[config.mk]
export PLATFORM = sky130hd
export DESIGN_NAME = aux_mem_march_driver_flat
export DESIGN_NICKNAME = d
export VERILOG_FILES = /design/src/rtl/aux_mem_march_driver_pkg.sv /design/src/rtl/aux_mem_march_driver_if.sv /design/src/rtl/aux_mem_cmp.sv /design/src/rtl/aux_mem_march_driver.sv /design/src/flat_wrapper.sv
export SDC_FILE = /design/constraint.sdc
export NUM_CORES = 1
export LEC_CHECK = 0
export BUFFER_PORTS_ARGS = -buffer_cell sky130_fd_sc_hd__buf_2
export CAP_MARGIN = 30
export CORE_MARGIN = 10
export CORE_UTILIZATION = 40
export DETAILED_ROUTE_END_ITERATION = 16
export HOLD_SLACK_MARGIN = 0.02
export PLACE_DENSITY = 0.56
export RECOVER_POWER = 25
export SETUP_SLACK_MARGIN = 0.1
export SLEW_MARGIN = 20
export SYNTH_ARGS = -nofsm -noshare
export SYNTH_HDL_FRONTEND = slang
export SYNTH_HIERARCHICAL = 1
export SYNTH_SLANG_ARGS = --single-unit
[constraint.sdc]
create_clock -name clk -period 4.9 [get_ports clk]
set_clock_uncertainty 0.05 [all_clocks]
set_input_delay 0.245 -clock clk [delete_from_list [all_inputs] [get_ports clk]]
set_output_delay 0.245 -clock clk [all_outputs]
set_load 0.01 [all_outputs]
[src/rtl/aux_mem_march_driver_pkg.sv]
// rtl/aux_mem_march_driver_pkg.sv - shared widths, op and state encodings for the aux memory march driver
//
// Purpose : common definitions imported by the interface, the compare unit and the top.
// Contents: DATA_WIDTH / ADDR_WIDTH defaults, march op encodings, FSM state encodings,
//           op normalisation helper (reserved op folds onto a plain read-compare).

package aux_mem_march_driver_pkg;

   localparam int DATA_WIDTH = 8;
   localparam int ADDR_WIDTH = 8;

   typedef enum logic [1:0] {
      AUX_OP_W  = 2'b00,   // W(d)
      AUX_OP_R  = 2'b01,   // R(d)
      AUX_OP_RW = 2'b10    // R(d)W(~d)
   } aux_op_e;

   typedef enum logic [2:0] {
      ST_IDLE   = 3'd0,
      ST_ACCESS = 3'd1,
      ST_WRBACK = 3'd2,
      ST_DRAIN  = 3'd3,
      ST_DONE   = 3'd4
   } aux_state_e;

   // 2'b11 is reserved and behaves as a read-compare element.
   function automatic aux_op_e aux_op_norm(input logic [1:0] op);
      case (op)
         2'b00:   return AUX_OP_W;
         2'b10:   return AUX_OP_RW;
         default: return AUX_OP_R;
      endcase
   endfunction

endpackage

[src/rtl/aux_mem_march_driver_if.sv]
// rtl/aux_mem_march_driver_if.sv - auxiliary memory port bundle
//
// Purpose : groups the auxiliary memory port signals.
// Signals : mem_we, mem_addr, mem_wdata (initiator -> memory), mem_rdata (memory -> initiator).
// Modports: master = march driver side, slave = memory side.

interface aux_mem_march_driver_if
   import aux_mem_march_driver_pkg::*;
#(
   parameter int DW = DATA_WIDTH,
   parameter int AW = ADDR_WIDTH
);
   logic          mem_we;
   logic [AW-1:0] mem_addr;
   logic [DW-1:0] mem_wdata;
   logic [DW-1:0] mem_rdata;

   modport master (output mem_we, output mem_addr, output mem_wdata, input mem_rdata);
   modport slave  (input mem_we, input mem_addr, input mem_wdata, output mem_rdata);
endinterface

[src/rtl/aux_mem_cmp.sv]
// rtl/aux_mem_cmp.sv - expect-token delay line, read-data compare and sticky fail
//
// Purpose : every issued read launches a token (valid, addr, expected data) that
//           emerges RD_LAT cycles later, lined up with mem_rdata; a mismatch sets fail.
// Ports   : clk, rst (async, active-high), clr (accepted start), rd_issue/rd_addr/exp_data
//           (read presented on the bus this cycle), rdata (memory read data), fail (sticky).
// Option  : AUX_MEM_FAIL_LOG_EN adds fail_addr/fail_data (first miscompare) and err_cnt
//           (saturating miscompare count).

module aux_mem_cmp
   import aux_mem_march_driver_pkg::*;
#(
   parameter int DW     = DATA_WIDTH,
   parameter int AW     = ADDR_WIDTH,
   parameter int RD_LAT = 1
) (
   input  logic          clk,
   input  logic          rst,
   input  logic          clr,
   input  logic          rd_issue,
   input  logic [DW-1:0] exp_data,
   input  logic [DW-1:0] rdata,
   output logic          fail
`ifdef AUX_MEM_FAIL_LOG_EN
   ,
   input  logic [AW-1:0] rd_addr,
   output logic [AW-1:0] fail_addr,
   output logic [DW-1:0] fail_data,
   output logic [AW:0]   err_cnt
`endif
);

   logic [RD_LAT-1:0] tok_v;
   logic [DW-1:0]     tok_exp [RD_LAT];
   logic              miscmp;

   always_ff @(posedge clk or posedge rst) begin
      if (rst) begin
         tok_v <= '0;
         for (int i = 0; i < RD_LAT; i++) tok_exp[i] <= '0;
      end else begin
         tok_v[0]   <= rd_issue;
         tok_exp[0] <= exp_data;
         for (int i = 1; i < RD_LAT; i++) begin
            tok_v[i]   <= tok_v[i-1];
            tok_exp[i] <= tok_exp[i-1];
         end
      end
   end

   // In an R/W element the write-back shares this cycle; rdata still holds the pre-write value.
   assign miscmp = tok_v[RD_LAT-1] && (rdata != tok_exp[RD_LAT-1]);

   always_ff @(posedge clk or posedge rst) begin
      if (rst)         fail <= 1'b0;
      else if (clr)    fail <= 1'b0;
      else if (miscmp) fail <= 1'b1;
   end

`ifdef AUX_MEM_FAIL_LOG_EN
   logic [AW-1:0] tok_addr [RD_LAT];

   always_ff @(posedge clk or posedge rst) begin
      if (rst) begin
         for (int i = 0; i < RD_LAT; i++) tok_addr[i] <= '0;
      end else begin
         tok_addr[0] <= rd_addr;
         for (int i = 1; i < RD_LAT; i++) tok_addr[i] <= tok_addr[i-1];
      end
   end

   always_ff @(posedge clk or posedge rst) begin
      if (rst || clr) begin
         fail_addr <= '0;
         fail_data <= '0;
         err_cnt   <= '0;
      end else if (miscmp) begin
         // fail is still low on the first miscompare of the element
         if (!fail) begin
            fail_addr <= tok_addr[RD_LAT-1];
            fail_data <= rdata;
         end
         if (err_cnt != '1) err_cnt <= err_cnt + (AW+1)'(1);
      end
   end
`endif

endmodule

[src/rtl/aux_mem_march_driver.sv]
// rtl/aux_mem_march_driver.sv - march element initiator for the 8x256 auxiliary memory
//
// Purpose : runs one march element (W(d), R(d) or R(d)W(~d)) over [lo..hi], ascending or
//           descending, and reports pass/fail back to the PMBIST sequencer.
// Ports   : clk, rst (async, active-high); start/op/dir/addr_lo/addr_hi/pattern (element
//           request, sampled on an accepted start); mem (aux memory port, master modport);
//           busy, done (one-cycle pulse), fail (sticky miscompare).
// Option  : AUX_MEM_FAIL_LOG_EN adds fail_addr, fail_data and err_cnt.

module aux_mem_march_driver
   import aux_mem_march_driver_pkg::*;
#(
   parameter int DW     = DATA_WIDTH,
   parameter int AW     = ADDR_WIDTH,
   parameter int RD_LAT = 1
) (
   input  logic                         clk,
   input  logic                         rst,
   input  logic                         start,
   input  logic [1:0]                   op,
   input  logic                         dir,
   input  logic [AW-1:0]                addr_lo,
   input  logic [AW-1:0]                addr_hi,
   input  logic [DW-1:0]                pattern,
   aux_mem_march_driver_if.master       mem,
   output logic                         busy,
   output logic                         done,
   output logic                         fail
`ifdef AUX_MEM_FAIL_LOG_EN
   ,
   output logic [AW-1:0]                fail_addr,
   output logic [DW-1:0]                fail_data,
   output logic [AW:0]                  err_cnt
`endif
);

   aux_state_e    state, state_nxt;
   aux_op_e       op_q, op_nxt;
   logic          dir_q, dir_nxt;
   logic [DW-1:0] pat_q, pat_nxt;
   logic [AW-1:0] lo_q, lo_nxt, hi_q, hi_nxt, cur_q, cur_nxt;
   logic [AW-1:0] step_addr, addr_o_nxt;
   logic [DW-1:0] wd_nxt;
   logic          we_nxt, re_nxt, re_q, last, issue, start_acc;

   assign step_addr = dir_q ? cur_q - AW'(1) : cur_q + AW'(1);
   // Termination is decided before stepping, so the window never wraps past 0 or all-ones.
   assign last      = dir_q ? (cur_q == lo_q) : (cur_q == hi_q);

   always_comb begin
      state_nxt  = state;
      op_nxt     = op_q;
      dir_nxt    = dir_q;
      pat_nxt    = pat_q;
      lo_nxt     = lo_q;
      hi_nxt     = hi_q;
      cur_nxt    = cur_q;
      we_nxt     = 1'b0;
      re_nxt     = 1'b0;
      addr_o_nxt = mem.mem_addr;
      wd_nxt     = mem.mem_wdata;
      issue      = 1'b0;
      start_acc  = 1'b0;

      case (state)
         ST_IDLE: begin
            if (start) begin
               start_acc = 1'b1;
               op_nxt    = aux_op_norm(op);
               dir_nxt   = dir;
               pat_nxt   = pattern;
               lo_nxt    = (addr_lo > addr_hi) ? addr_hi : addr_lo;
               hi_nxt    = (addr_lo > addr_hi) ? addr_lo : addr_hi;
               cur_nxt   = dir ? hi_nxt : lo_nxt;
               issue     = 1'b1;
               state_nxt = ST_ACCESS;
            end
         end
         ST_ACCESS: begin
            if (op_q == AUX_OP_RW) begin
               we_nxt     = 1'b1;
               addr_o_nxt = cur_q;
               wd_nxt     = ~pat_q;
               state_nxt  = ST_WRBACK;
            end else if (last) begin
               state_nxt = (op_q == AUX_OP_W) ? ST_DONE : ST_DRAIN;
            end else begin
               cur_nxt = step_addr;
               issue   = 1'b1;
            end
         end
         ST_WRBACK: begin
            if (last) begin
               state_nxt = ST_DRAIN;
            end else begin
               cur_nxt   = step_addr;
               issue     = 1'b1;
               state_nxt = ST_ACCESS;
            end
         end
         ST_DRAIN: state_nxt = ST_DONE;
         ST_DONE:  state_nxt = ST_IDLE;
         default:  state_nxt = ST_IDLE;
      endcase

      // Primary access of an ACCESS cycle: write d for W elements, read otherwise.
      if (issue) begin
         addr_o_nxt = cur_nxt;
         if (op_nxt == AUX_OP_W) begin
            we_nxt = 1'b1;
            wd_nxt = pat_nxt;
         end else begin
            re_nxt = 1'b1;
         end
      end
   end

   always_ff @(posedge clk or posedge rst) begin
      if (rst) begin
         state         <= ST_IDLE;
         op_q          <= AUX_OP_W;
         dir_q         <= 1'b0;
         pat_q         <= '0;
         lo_q          <= '0;
         hi_q          <= '0;
         cur_q         <= '0;
         re_q          <= 1'b0;
         mem.mem_we    <= 1'b0;
         mem.mem_addr  <= '0;
         mem.mem_wdata <= '0;
         busy          <= 1'b0;
         done          <= 1'b0;
      end else begin
         state         <= state_nxt;
         op_q          <= op_nxt;
         dir_q         <= dir_nxt;
         pat_q         <= pat_nxt;
         lo_q          <= lo_nxt;
         hi_q          <= hi_nxt;
         cur_q         <= cur_nxt;
         re_q          <= re_nxt;
         mem.mem_we    <= we_nxt;
         mem.mem_addr  <= addr_o_nxt;
         mem.mem_wdata <= wd_nxt;
         busy          <= (state_nxt != ST_IDLE);
         done          <= (state_nxt == ST_DONE);
      end
   end

   aux_mem_cmp #(.DW(DW), .AW(AW), .RD_LAT(RD_LAT)) u_cmp (
      .clk      (clk),
      .rst      (rst),
      .clr      (start_acc),
      .rd_issue (re_q),
      .exp_data (pat_q),
      .rdata    (mem.mem_rdata),
      .fail     (fail)
`ifdef AUX_MEM_FAIL_LOG_EN
      ,
      .rd_addr  (mem.mem_addr),
      .fail_addr(fail_addr),
      .fail_data(fail_data),
      .err_cnt  (err_cnt)
`endif
   );

endmodule

[src/flat_wrapper.sv]
// flat-port wrapper written by rule: the top's interface ports become plain ports
module aux_mem_march_driver_flat import aux_mem_march_driver_pkg::*;
#(
   parameter int DW     = DATA_WIDTH,
   parameter int AW     = ADDR_WIDTH,
   parameter int RD_LAT = 1
)
  (clk, rst, start, op, dir, addr_lo, addr_hi, pattern, busy, done, fail, mem_mem_we, mem_mem_addr, mem_mem_wdata, mem_mem_rdata);
  aux_mem_march_driver_if #(.DW(DW), .AW(AW)) mem_i ();
  input  logic clk;
  input  logic rst;
  input  logic start;
  input  logic [1:0] op;
  input  logic dir;
  input  logic [AW-1:0] addr_lo;
  input  logic [AW-1:0] addr_hi;
  input  logic [DW-1:0] pattern;
  output logic busy;
  output logic done;
  output logic fail;
  output wire logic [$bits(mem_i.mem_we)-1:0] mem_mem_we;
  output wire logic [$bits(mem_i.mem_addr)-1:0] mem_mem_addr;
  output wire logic [$bits(mem_i.mem_wdata)-1:0] mem_mem_wdata;
  input wire logic [$bits(mem_i.mem_rdata)-1:0] mem_mem_rdata;
  assign mem_mem_we = mem_i.mem_we;
  assign mem_mem_addr = mem_i.mem_addr;
  assign mem_mem_wdata = mem_i.mem_wdata;
  assign mem_i.mem_rdata = mem_mem_rdata;
  aux_mem_march_driver #(.DW(DW), .AW(AW), .RD_LAT(RD_LAT)) u_core (.clk(clk), .rst(rst), .start(start), .op(op), .dir(dir), .addr_lo(addr_lo), .addr_hi(addr_hi), .pattern(pattern), .mem(mem_i), .busy(busy), .done(done), .fail(fail));
endmodule
### After elaboration in Yosys (flattened, before gate mapping)

Index checks and enable logic that the tools add are counted.

* input bits: 38
* bits in writable memories: 0
* memories kept: 0
* ROM bits: 0
* latch bits: 0
* word-level logic and storage cells: 80
* register bits: 68

* eq/ne operators: 9
* $mul: 0
* mux-type cells: 40
* reduce and logical (&&, ||, !) cells: 11
* divide/modulo/power cells: 0
* shifts and indexed selects: 0
* bitwise gates (word level): 1
* $lt $le $gt $ge: 1
* $add $sub $neg: 2

Operator list (number)
* 8-bit two-way mux: 16
* 8-bit case mux with 3 select lines: 1
* 8-bit equality test: 2
* 1-bit two-way mux: 13
* 3-bit two-way mux: 4
* 3-bit case mux with 4 select lines: 1
* 8-bit by 1-bit adder with 8-bit output (second input constant): 1
* 8-bit > comparator: 1
* 8-bit != test: 1
* 8-bit inverter: 1
* 8-bit by 1-bit subtractor with 8-bit output (second input constant): 1
* 3-bit by 2-bit equality test with 1-bit output (second input constant): 2
* 2-bit logical NOT: 3
* 2-bit two-way mux: 3
* 2-bit nonzero test: 3
* 2-bit equality test (second input constant): 2
* 2-bit case mux with 2 select lines: 1
* 2-bit AND reduction: 2
* 3-bit by 1-bit equality test with 1-bit output (second input constant): 1
* 3-bit equality test (second input constant): 1
* 3-bit logical NOT: 1
* 1-bit case mux with 3 select lines: 1
* 3-bit nonzero test: 1
* 1-bit logical AND: 1

### Depth between registers and ports, before layout

Gate-level depths: netlist of run 1.

* word-level depth: 7
* mapped depth: 10

### Modules after synthesis

Netlist of run 1, hierarchy kept.

By module, submodules not included
* aux_mem_march_driver: area each 3370.7 µm², seq. area each 1451.4 µm², cells an instance 349, times used 1
* aux_mem_cmp: area each 356.6 µm², seq. area each 250.2 µm², cells an instance 25, times used 1

### Worst setup path after synthesis of run 1

No wires, ideal clock.

* path kind: register to register
* from: register u_core.dir_q
* to: register u_core.mem.mem_wdata[0]
* stages on the path, launching flop included: 8
* setup slack: 2.628 ns
* path buffers: 1
* arrival time: 2.097 ns
* cell sequence: dfrtp_1 > buf_6 > mux2i_1 > xnor2_1 > nor4_2 > a31oi_2 > o21ai_4 > mux2_2

* word-level cells in the longest chain between the ends: 5

RTL lines
* start, declared: RTL line aux_mem_march_driver.sv:39 `logic dir_q, dir_nxt;`
* start signal, assigned: RTL line aux_mem_march_driver.sv:136 `dir_q <= dir_nxt;`
* 1-bit two-way mux (*): RTL line aux_mem_march_driver.sv:48 `assign last = dir_q ? (cur_q == lo_q) : (cur_q == hi_q);`
* 1-bit two-way mux (*): RTL line aux_mem_march_driver.sv:85, aux_mem_march_driver.sv:93
* 1-bit two-way mux: RTL line aux_mem_march_driver.sv:80 `if (op_q == AUX_OP_RW) begin`
* 1-bit case mux with 3 select lines (*): RTL line aux_mem_march_driver.sv:65 `case (state)`
* 8-bit two-way mux (*): RTL line aux_mem_march_driver.sv:107 `if (issue) begin`
* via u_core.wd_nxt[0]: RTL line aux_mem_march_driver.sv:43 `logic [DW-1:0] wd_nxt;`
* end signal, assigned: RTL line aux_mem_march_driver.sv:144 `mem.mem_wdata <= wd_nxt;`
* end, declared: RTL line aux_mem_march_driver_if.sv:18 `modport master (output mem_we, output mem_addr, output mem_wdata, input mem_rdata);`

Mark *: on every way through the listed nets, which the timed path passes. The rest lies on a longest branch.
A chain may end at the register's enable or synchronous reset.

### Final worst setup path of run 1

* from: register u_core.dir_q
* to: register u_core.mem.mem_wdata[2]

The elaborated chain is that of the path after synthesis.

==> flow_summary.json, run 1 <==
{
  "vias_per_cell": 5.20,
  "drtPass1Iterations": 6,
  "drt-initial-drc-count": 112,
  "rsz0062_at_grt": "no",
  "reg2reg_setup_slack_ns": 1.99,
  "path_clk_slew_ns": 0.08,
  "ys_top_cells_by_area": "dfrtp_1, mux2i_1, nand2_1",
  "die_h_um": 117,
  "drv_cap": 0,
  "synth_ff_type": "dfrtp_1",
  "wl_per_cell_um": 16.2,
  "initial_core_util_pct": 40.7,
  "cts_tree": "done",
  "wl_met3_um": 347,
  "dr_wl_met2_um": 4010,
  "synth_top_area_share_pct": 45.7,
  "syn_area_sq_um": 3730,
  "numCtsBuffers": 9,
  "clock_path_buffers": 2,
  "period_share_pct": 59.4,
  "fin_setup_tns_ns": 0,
  "wl_met1_um": 4450,
  "clk_latency_ns": 0.34,
  "hpwl_um": 6650,
  "muxShareOfSynthArea_pct": 13.0,
  "postCtsSetupRepairBufs": 0,
  "yosys-top-cells-count": "dfrtp_1, nand2_1, mux2i_1",
  "vias": 2867,
  "core_area_sq_um": 9150,
  "hold_viol_final": 0,
  "cp.arrival_ns": 3.08,
  "yosysTopAreaCell": "dfrtp_1",
  "grt_pass1_vias": 3060,
  "post-route-min-period_ns": 2.91,
  "num_io_pins": 58,
  "postLayoutCoreUtil_pct": 47.4,
  "maxSlewHeadroom_pct": 47.7,
  "p_per_area_nw_per_um2": 718,
  "yosysSeqAreaShare_pct": 45.7,
  "min_path_type": "primary input to flip-flop",
  "path_class": "flip-flop to flip-flop",
  "start_kind": "flip-flop",
  "drc": 0,
  "syn_inst": 374,
  "synth_top_family_by_area": "compound AO/OA/AOI/OAI gates",
  "fill_cells": 889,
  "syn_to_final_growth_pct": 16.3,
  "synthSimpleGateAreaFrac_pct": 13.7,
  "grt_pass1_wl_um": 15000,
  "antenna_cells": 0,
  "portBuffers": 57,
  "final_antenna_net_count": 0,
  "die_w_um": 117,
  "setup_viol": 0,
  "syn_area_per_cell_sq_um": 9.97,
  "cts_root_buf": "clkbuf_8",
  "p_leak_uw": 0.00208,
  "required_ns": 5.07,
  "antenna_found_initial": 0,
  "cts-resized-gates": 0,
  "max_freq_mhz": 344,
  "synth_nets": 427,
  "finalWirelength_um": 8930,
  "fin_nets": 488,
  "grt_start_max_net_pins": 59,
  "synth-edff-count": 0,
  "synthXorXnorAreaFrac_pct": 5.40,
  "core.rowCount": 35,
  "highest_layer": "met4",
  "endpoint_kind": "flip-flop",
  "synth_compound_area_share_pct": 13.7,
  "synth_fa_ha_area_share_pct": 5.24,
  "crit_path_max_fanout": 17,
  "drive_gt1_share_pct": 17.0,
  "cts_sinks": 68,
  "power_uw": 3110,
  "synth_most_common_cell": "dfrtp_1",
  "ys_async_sr_fraction_pct": 100,
  "grt_overflow_total": 0,
  "synth-seq-cells": 68,
  "gp_congestion": 0.766,
  "final-max-slew-violation-count": 0,
  "grt_usage_pct": 13.9,
  "worstMarginPinSlew_ns": 0.782,
  "status": "finished, final reports clean",
  "ir_worst_vdd_mv": 0.187,
  "synth.distinct_cells": 48,
  "h-tree-depth": 3,
  "yosysWarnings": 6,
  "dieArea_sq_um": 13600
}
[report_power, final]
group | switching [uW] | internal (uW) | total (uW)
logic | 853 | 684 | 1540
clock network | 216 | 288 | 504
registers | 228 | 846 | 1070
[what timing repair did]
action | 4_1_cts | 5_1_grt
endpoints found under the setup margin | 0 | 0
hold buffers | 1 | 0
endpoints found under the hold margin | 10 | 0
[worst max-delay path: stages, from the launching register on]
cell and delay (ns):
dfrtp_1 0.86, mux2i_1 0.29, xnor2_1 0.10, nor4_2 0.33
a31oi_2 0.36, o21ai_4 0.42, mux2_2 0.38
[kinds of logic after synthesis]
group                      count (synthesis)
DFF                                       68
AOI/OAI and AO/OA                         79
adders and majority gates                 15
and+or+nand+nor                          112
xor gates and xnor gates                  23
buffers and inverters                     30
muxes                                     47
[metal layers]
metal  track usage, %  vias to the layer above
li1                 -                     1447
met1             18.8                     1362
met2             21.3                       49
met3             3.18                        9
met4             4.45                        0
met5                0                        -
[through the flow]
| step | setup WS, ns | hold WS, ns | instances | instance area, sq um |
|---|---|---|---|---|
| final | 1.99 | 0.0748 | 551 | 4340 |
| after global routing | 1.80 | 0.0735 | 551 | 4340 |
| after CTS | 1.98 | 0.0636 | 550 | 4350 |
| after detailed placement | 1.97 | 0.206 | 533 | 4130 |
| after global placement | 2.04 | 0.205 | 532 | 4110 |
| after floorplan | 2.63 | 0.0352 | 374 | 3730 |
[state kept, by name (all words and copies together) (netlist names), 2 cells and up]
| name | cells |
|---|---|
| u_core/u_cmp/tok_exp | 8 |
| u_core/pat_q | 8 |
| u_core/cur_q | 8 |
| u_core/mem.mem_addr | 8 |
| u_core/hi_q | 8 |
| u_core/lo_q | 8 |
| u_core/mem.mem_wdata | 8 |
| u_core/state | 3 |
| u_core/op_q | 2 |
[final timing paths]
kind | start | end | depth (start not counted)
max in group asynchronous | rst | u_core/done$_DFF_PP0_ | 4
worst max register to register | u_core/dir_q$_DFFE_PP0P_ | u_core/mem.mem_wdata[2]$_DFF_PP0_ | 6
min in group asynchronous | rst | u_core/u_cmp/fail$_DFFE_PP0P_ | 3
worst min register to register | u_core/re_q$_DFF_PP0_ | u_core/u_cmp/tok_v$_DFF_PP0_ | 0
worst max-delay path | u_core/dir_q$_DFFE_PP0P_ | u_core/mem.mem_wdata[2]$_DFF_PP0_ | 6
worst min-delay path | pattern[6] | u_core/pat_q[6]$_DFF_PP0_ | 3
[cells in the final DEF, fill, tap and decap left out, types with 3 or more instances in the layout]
master / instances
dfrtp_1: 68
nand2_1: 67
buf_2: 36
mux2i_1: 36
o21ai_0: 31
clkbuf_1: 22
xnor2_1: 20
inv_1: 16
a21oi_1: 14
ha_1: 14
mux2_2: 11
clkbuf_8: 9
nor2_1: 9
nor3_1: 7
nand4_1: 5
nand3_1: 5
o221ai_1: 5
nor2b_1: 4
o211ai_1: 4
a221oi_1: 4
o21a_1: 3
nand2b_1: 3
o2111ai_1: 3
or3_1: 3
xor2_1: 3
[final cells by class]
type / count / area [sq um] / area share, %
sequential: 68 / 1700 / 39.2
clock buffer: 10 / 128 / 2.94
inverter: 18 / 67.6 / 1.56
clock inverter: 6 / 87.6 / 2.02
tap: 111 / 139 / 3.20
timing repair buffer: 62 / 310 / 7.16
multi-input combinational: 276 / 1900 / 43.9
Note: power is estimated with default switching activity, not from simulation.
==> run 2: changes to the inputs <==
--- a/config.mk
+++ b/config.mk
@@ -5,13 +5,14 @@
 export SDC_FILE = /design/constraint.sdc
 export NUM_CORES = 1
 export LEC_CHECK = 0
+export ABC_AREA = 1
 export BUFFER_PORTS_ARGS = -buffer_cell sky130_fd_sc_hd__buf_2
 export CAP_MARGIN = 30
 export CORE_MARGIN = 10
 export CORE_UTILIZATION = 40
 export DETAILED_ROUTE_END_ITERATION = 16
 export HOLD_SLACK_MARGIN = 0.02
-export PLACE_DENSITY = 0.56
+export PLACE_DENSITY = 0.58
 export RECOVER_POWER = 25
 export SETUP_SLACK_MARGIN = 0.1
 export SLEW_MARGIN = 20
==> constraint.sdc (replaced) <==
create_clock -name clk -period 2.4 [get_ports clk]
set_clock_uncertainty 0.05 [all_clocks]
set_input_delay 0.12 -clock clk [delete_from_list [all_inputs] [get_ports clk]]
set_output_delay 0.12 -clock clk [all_outputs]
set_load 0.01 [all_outputs]
==> run 2 against run 1 <==
Total power decreased by 27%. First-iteration DRC count increased by 120%. Non-clock buffer count increased by 9. Via count increased by 19%. Synthesized area increased by 5.3%. Worst setup slack got worse by 1.8 ns. Die area increased by 4.4%. Global-route usage decreased by 0.30 points. Maximum frequency increased by 34%. Sequential share of layout area decreased by 2.6 points. Clock power increased by 90%. Hold slack got worse by 0.031 ns. Critical path type unchanged. Largest cell class unchanged.
==> flow_summary.json, run 2 <==
{
  "status": "finished, final reports clean",
  "startpoint": "u_core/state[1]$_DFF_PP0_",
  "grt_start_max_net_pins": 59,
  "final_common_cell": "nand2_1",
  "path_class": "flip-flop to flip-flop",
  "fin_nets": 641,
  "synth-edff-count": 0,
  "reg2reg_setup_slack_ns": 0.22,
  "vias_per_cell": 4.71,
  "path_depth": 10,
  "yosysSeqAreaShare_pct": 43.4,
  "ys_async_sr_fraction_pct": 100,
  "drive_gt1_share_pct": 17.5,
  "syn_area_per_cell_sq_um": 7.59,
  "drv_cap": 0,
  "die_w_um": 119,
  "endpoint_kind": "flip-flop",
  "clk_latency_ns": 0.35,
  "drc": 0,
  "synth-seq-cells": 68,
  "crit_path_top_delay_cell": "dlygate4sd3_1",
  "vias": 3421,
  "antenna_found_initial": 0,
  "ys_top_cells_by_area": "dfrtp_1, nand2_1, inv_1",
  "syn_to_final_growth_pct": 18.4,
  "required_ns": 2.57,
  "grt_overflow_total": 0,
  "die_h_um": 119,
  "yosys-top-cells-count": "nand2_1, inv_1, dfrtp_1",
  "hold_viol_final": 0,
  "cts_root_buf": "clkbuf_8",
  "path_buf_inv": 2,
  "grt_pass1_vias": 3362,
  "numCtsBuffers": 9,
  "fin_setup_tns_ns": 0,
  "dieArea_sq_um": 14200,
  "portBuffers": 57,
  "cp.arrival_ns": 2.35,
  "synth_top_area_share_pct": 43.4,
  "grt_usage_pct": 13.6,
  "yosysWarnings": 6,
  "syn_inst": 517,
  "drt-initial-drc-count": 247,
  "hpwl_um": 7340,
  "path_clk_slew_ns": 0.09,
  "h-tree-depth": 3,
  "wl_per_cell_um": 13.2,
  "p_leak_uw": 0.00248,
  "most-common-layout-cells": "nand2_1, inv_1, dfrtp_1, buf_2, o21ai_0",
  "grt_pass1_wl_um": 16100,
  "final_antenna_net_count": 0,
  "core_area_sq_um": 9680,
  "syn_area_sq_um": 3930,
  "post-route-min-period_ns": 2.18,
  "clock_path_buffers": 2,
  "max_stage_delay_ns": 0.55,
  "r2r-end": "u_core/mem.mem_wdata[3]$_DFF_PP0_",
  "rsz0062_at_grt": "yes",
  "synth_most_common_cell": "nand2_1",
  "cts_tree": "done",
  "period_share_pct": 90.7,
  "maxSlewHeadroom_pct": 4.07,
  "synth.distinct_cells": 34,
  "p_per_area_nw_per_um2": 490,
  "core.rowCount": 36,
  "setup_viol": 0,
  "gp_congestion": 0.867,
  "ir_worst_vdd_mv": 0.280,
  "timing.rr.start": "u_core/state[1]$_DFF_PP0_",
  "initial_core_util_pct": 40.5,
  "crit_chain": "nor2_2 > nand3_2 > nor2_1 > nand2_1 > dlygate4sd3_1 > o21ai_1 > nor2_2 > nand2_4 > buf_4 > o21ai_1",
  "antenna_cells": 0,
  "drtPass1Iterations": 4,
  "cts_sinks": 68,
  "num_io_pins": 58,
  "final-max-slew-violation-count": 0,
  "whs_ns": 0.0435,
  "reg2reg_depth": 10,
  "synth_nets": 570,
  "crit_family": "simple AND/OR/NAND/NOR gates",
  "max_freq_mhz": 460,
  "yosysTopAreaCell": "dfrtp_1",
  "crit_path_max_fanout": 9,
  "min_path_type": "primary input to flip-flop",
  "endpoint": "u_core/mem.mem_wdata[3]$_DFF_PP0_",
  "worstMarginPinSlew_ns": 1.44,
  "start_kind": "flip-flop",
  "finalWirelength_um": 9600,
  "synth_ff_type": "dfrtp_1"
}
-- run 2: layout make-up --
class	instances	area (sq um)
clock buffers	9	124
clock inverters	7	76.3
fillers	987	5040
inverters	74	285
multi-input cells	364	1890
flip-flops and latches	68	1700
well taps	133	166
repair buffers	71	407
-- run 2: worst min-delay path by stage --
stage	startpoint	to	slack [ns]	cells after the start
final	pattern[0]	u_core/pat_q[0]$_DFF_PP0_	0.04	4
after global routing	pattern[0]	u_core/pat_q[0]$_DFF_PP0_	0.05	4
after CTS	pattern[0]	u_core/pat_q[0]$_DFF_PP0_	0.03	4
after detailed placement	rst	u_core/u_cmp/tok_exp[1]$_DFF_PP0_	0.08	2
after global placement	rst	u_core/u_cmp/tok_exp[6]$_DFF_PP0_	0.08	2
after floorplan	rst	u_core/u_cmp/fail$_DFFE_PP0P_	-0.09	1
-- run 2: metrics by stage --
step	utilization [%]	instance area, sq um	total power [uW]	setup WS, ns	std cells
after floorplan	-	3930	1280	0.575	517
after global placement	45.5	4400	1340	0.202	705
after detailed placement	45.5	4400	1350	0.118	705
after CTS	47.9	4630	2310	0.170	724
final	48.0	4650	2280	0.224	726
after global routing	48.0	4650	2390	0.0779	726
-- run 2: what timing repair did --
| item | CTS | global route |
|---|---|---|
| setup buffers | 0 | 1 |
| gates resized for setup | 0 | 4 |
| endpoints found under the hold margin | 69 | 0 |
| setup endpoints to repair | 0 | 12 |
| hold buffers | 3 | 0 |
-- run 2: cells by family after synthesis --
group | after synthesis | share of synthesized area (%)
DFF | 68 | 43.4
AOI/OAI and AO/OA | 80 | 11.2
buffers and inverters | 86 | 9.12
and+or+nand+nor | 257 | 28.9
xor gates and xnor gates | 11 | 2.45
adders and majority gates | 15 | 4.97
-- run 2: report_power, final --
group	leakage, uW	switching (uW)	internal, uW
logic	0.00150	109	67.1
registers	0.000880	0	1140
clock network	0.0000958	472	485
total	0.00248	581	1700
-- run 2: routing by layer --
layer  up-vias  track usage (%)  wire (um)
met5         -                0          0
li1       1779                -          -
met1      1551             17.9       4620
met2        85             21.4       4400
met3         6             2.65        476
met4         0             5.04        108
-- run 2: tightest hold or removal path: stages --
cell and delay [ns]:
buf_2 0.08, nand2_1 0.04, and2_1 0.13, inv_1 0.05
==> run 3: changes to the inputs <==
==> constraint.sdc (replaced) <==
create_clock -name clk -period 2.4 [get_ports clk]
set_clock_uncertainty 0.05 [all_clocks]
set_input_delay 0.24 -clock clk [delete_from_list [all_inputs] [get_ports clk]]
set_output_delay 0.24 -clock clk [all_outputs]
set_load 0.01 [all_outputs]
==> run 3 against run 2 <==
Sequential share of layout area rose by 0.079 points. Largest power group unchanged. Die area did not move. Flip-flop and latch count did not move. Combinational power barely moved. Worst setup slack improved by 0.026 ns. Wire length fell by 4.0%. Maximum frequency rose by 1.2%. Global-route usage fell by 0.22 points. Register-to-register slack improved by 0.03 ns. Critical endpoint is now u_core/cur_q[6]$_DFF_PP0_. Clock power rose by 11%.
==> flow_summary.json, run 3 (synthesis gave the netlist of run 2 again) <==
{
  "fin_nets": 635,
  "core.rowCount": 36,
  "drc": 0,
  "rsz0062_at_grt": "no",
  "min_path_type": "primary input to flip-flop",
  "grt_pass1_vias": 3336,
  "drv_cap": 0,
  "grt_overflow_total": 0,
  "grt_start_max_net_pins": 34,
  "cp.arrival_ns": 2.31,
  "p_per_area_nw_per_um2": 515,
  "vias_per_cell": 4.77,
  "crit_path_top_delay_cell": "fa_1",
  "dieArea_sq_um": 14200,
  "status": "finished, final reports clean",
  "postLayoutCoreUtil_pct": 47.9,
  "postCtsSetupRepairBufs": 0,
  "path_clk_slew_ns": 0.08,
  "num_io_pins": 58,
  "cts_sinks": 68,
  "placed_area_sq_um": 4400,
  "max_stage_delay_ns": 0.50,
  "start_kind": "flip-flop",
  "clock_path_buffers": 2,
  "die_h_um": 119,
  "fin_setup_tns_ns": 0,
  "crit_family": "adder cells",
  "maxSlewHeadroom_pct": 30.8,
  "p_leak_uw": 0.00249,
  "clk_latency_ns": 0.35,
  "syn_to_final_growth_pct": 18.1,
  "ir_worst_vdd_mv": 0.215,
  "vias": 3433,
  "whs_ns": 0.115,
  "drtPass1Iterations": 4,
  "crit_path_max_fanout": 15,
  "finalWirelength_um": 9220,
  "most-common-layout-cells": "nand2_1, inv_1, dfrtp_1, buf_2, o21ai_0",
  "grt_pass1_wl_um": 15900,
  "final-max-slew-violation-count": 0,
  "hpwl_um": 7270,
  "max_freq_mhz": 465,
  "post-route-min-period_ns": 2.15,
  "setup_viol": 0,
  "path_class": "flip-flop to flip-flop",
  "h-tree-depth": 3,
  "initial_core_util_pct": 40.5,
  "portBuffers": 57,
  "final_antenna_net_count": 0,
  "final_area_sq_um": 4640,
  "path_buf_inv": 1,
  "hold_viol_final": 0,
  "wl_per_cell_um": 12.8,
  "final_common_cell": "nand2_1",
  "fill_cells": 963,
  "cts_hold_buf": 1,
  "antenna_found_initial": 0,
  "drt-initial-drc-count": 218,
  "endpoint_kind": "flip-flop",
  "cts-resized-gates": 0,
  "drive_gt1_share_pct": 16.4,
  "antenna_cells": 0,
  "crit_chain": "buf_12 > fa_1 > nand4_1 > o211ai_1 > xnor2_1 > nor2_1 > nor3_1 > o21ai_0",
  "gp_congestion": 0.849,
  "die_w_um": 119,
  "period_share_pct": 89.6,
  "grt_usage_pct": 13.3,
  "required_ns": 2.56,
  "worstMarginPinSlew_ns": 1.04,
  "cts_tree": "done",
  "numCtsBuffers": 9,
  "core_area_sq_um": 9680,
  "cts_root_buf": "clkbuf_8"
}
run 3: cell types whose count changed in the layout (fill, tap and decap cells not counted), sizes merged:
| cell | delta |
|---|---|
| clkinvlp | -2 |
| bufinv | +1 |
| dlygate4sd3 | -2 |
| buf | -2 |
| nand2 | -1 |
run 3: worst min-delay path: cells and delay by family:
kind	cells	cell delay (ns)
AOI/OAI and AO/OA	1	0.08
buffers and inverters	1	0.10
and+or+nand+nor	1	0.05
run 3: power by group:
group | internal (uW) | leakage (uW) | switching (uW)
Sequential | 1150 | 0.000880 | 0
Clock | 613 | 0.000116 | 451
Combinational | 68.9 | 0.00150 | 109
run 3: worst paths after layout:
check | from | endpoint | slack, ns | cells past startpoint
worst max-delay path | u_core/dir_q$_DFFE_PP0P_ | u_core/cur_q[6]$_DFF_PP0_ | 0.25 | 8
worst min-delay path | op[1] | u_core/op_q[1]$_DFF_PP0_ | 0.11 | 3
worst max register to register | u_core/dir_q$_DFFE_PP0P_ | u_core/cur_q[6]$_DFF_PP0_ | 0.25 | 8
worst min register to register | u_core/re_q$_DFF_PP0_ | u_core/u_cmp/tok_v$_DFF_PP0_ | 0.33 | 0
max in group asynchronous | rst | u_core/mem.mem_addr[3]$_DFFE_PP0P_ | 0.93 | 4
min in group asynchronous | rst | u_core/u_cmp/tok_exp[0]$_DFF_PP0_ | 0.34 | 3
run 3: metal layers:
| metal | track usage, % | vias up | share of wire, % |
|---|---|---|---|
| li1 | - | 1762 | - |
| met1 | 17.1 | 1571 | 48 |
| met2 | 21.1 | 87 | 45 |
| met3 | 3.59 | 13 | 5.1 |
| met4 | 4.66 | 0 | 1.9 |
| met5 | 0 | - | 0 |
run 3: cell type report:
class	count	area, sq um	share of cell area [%]
Tap cell	133	166	3.59
Multi-Input combinational cell	363	1870	40.2
Timing Repair Buffer	66	392	8.45
Sequential cell	68	1700	36.7
Clock buffer	10	138	2.97
Inverter	74	285	6.15
Clock inverter	6	87.6	1.89
run 3: through the flow:
stage / setup slack (ns) / total power, uW / std cells
floorplan: 0.550 / 1280 / 517
global placement: 0.0828 / 1340 / 703
detailed placement: 0.0167 / 1350 / 703
CTS: 0.250 / 2420 / 720
global route: 0.113 / 2500 / 720
finish: 0.251 / 2390 / 720
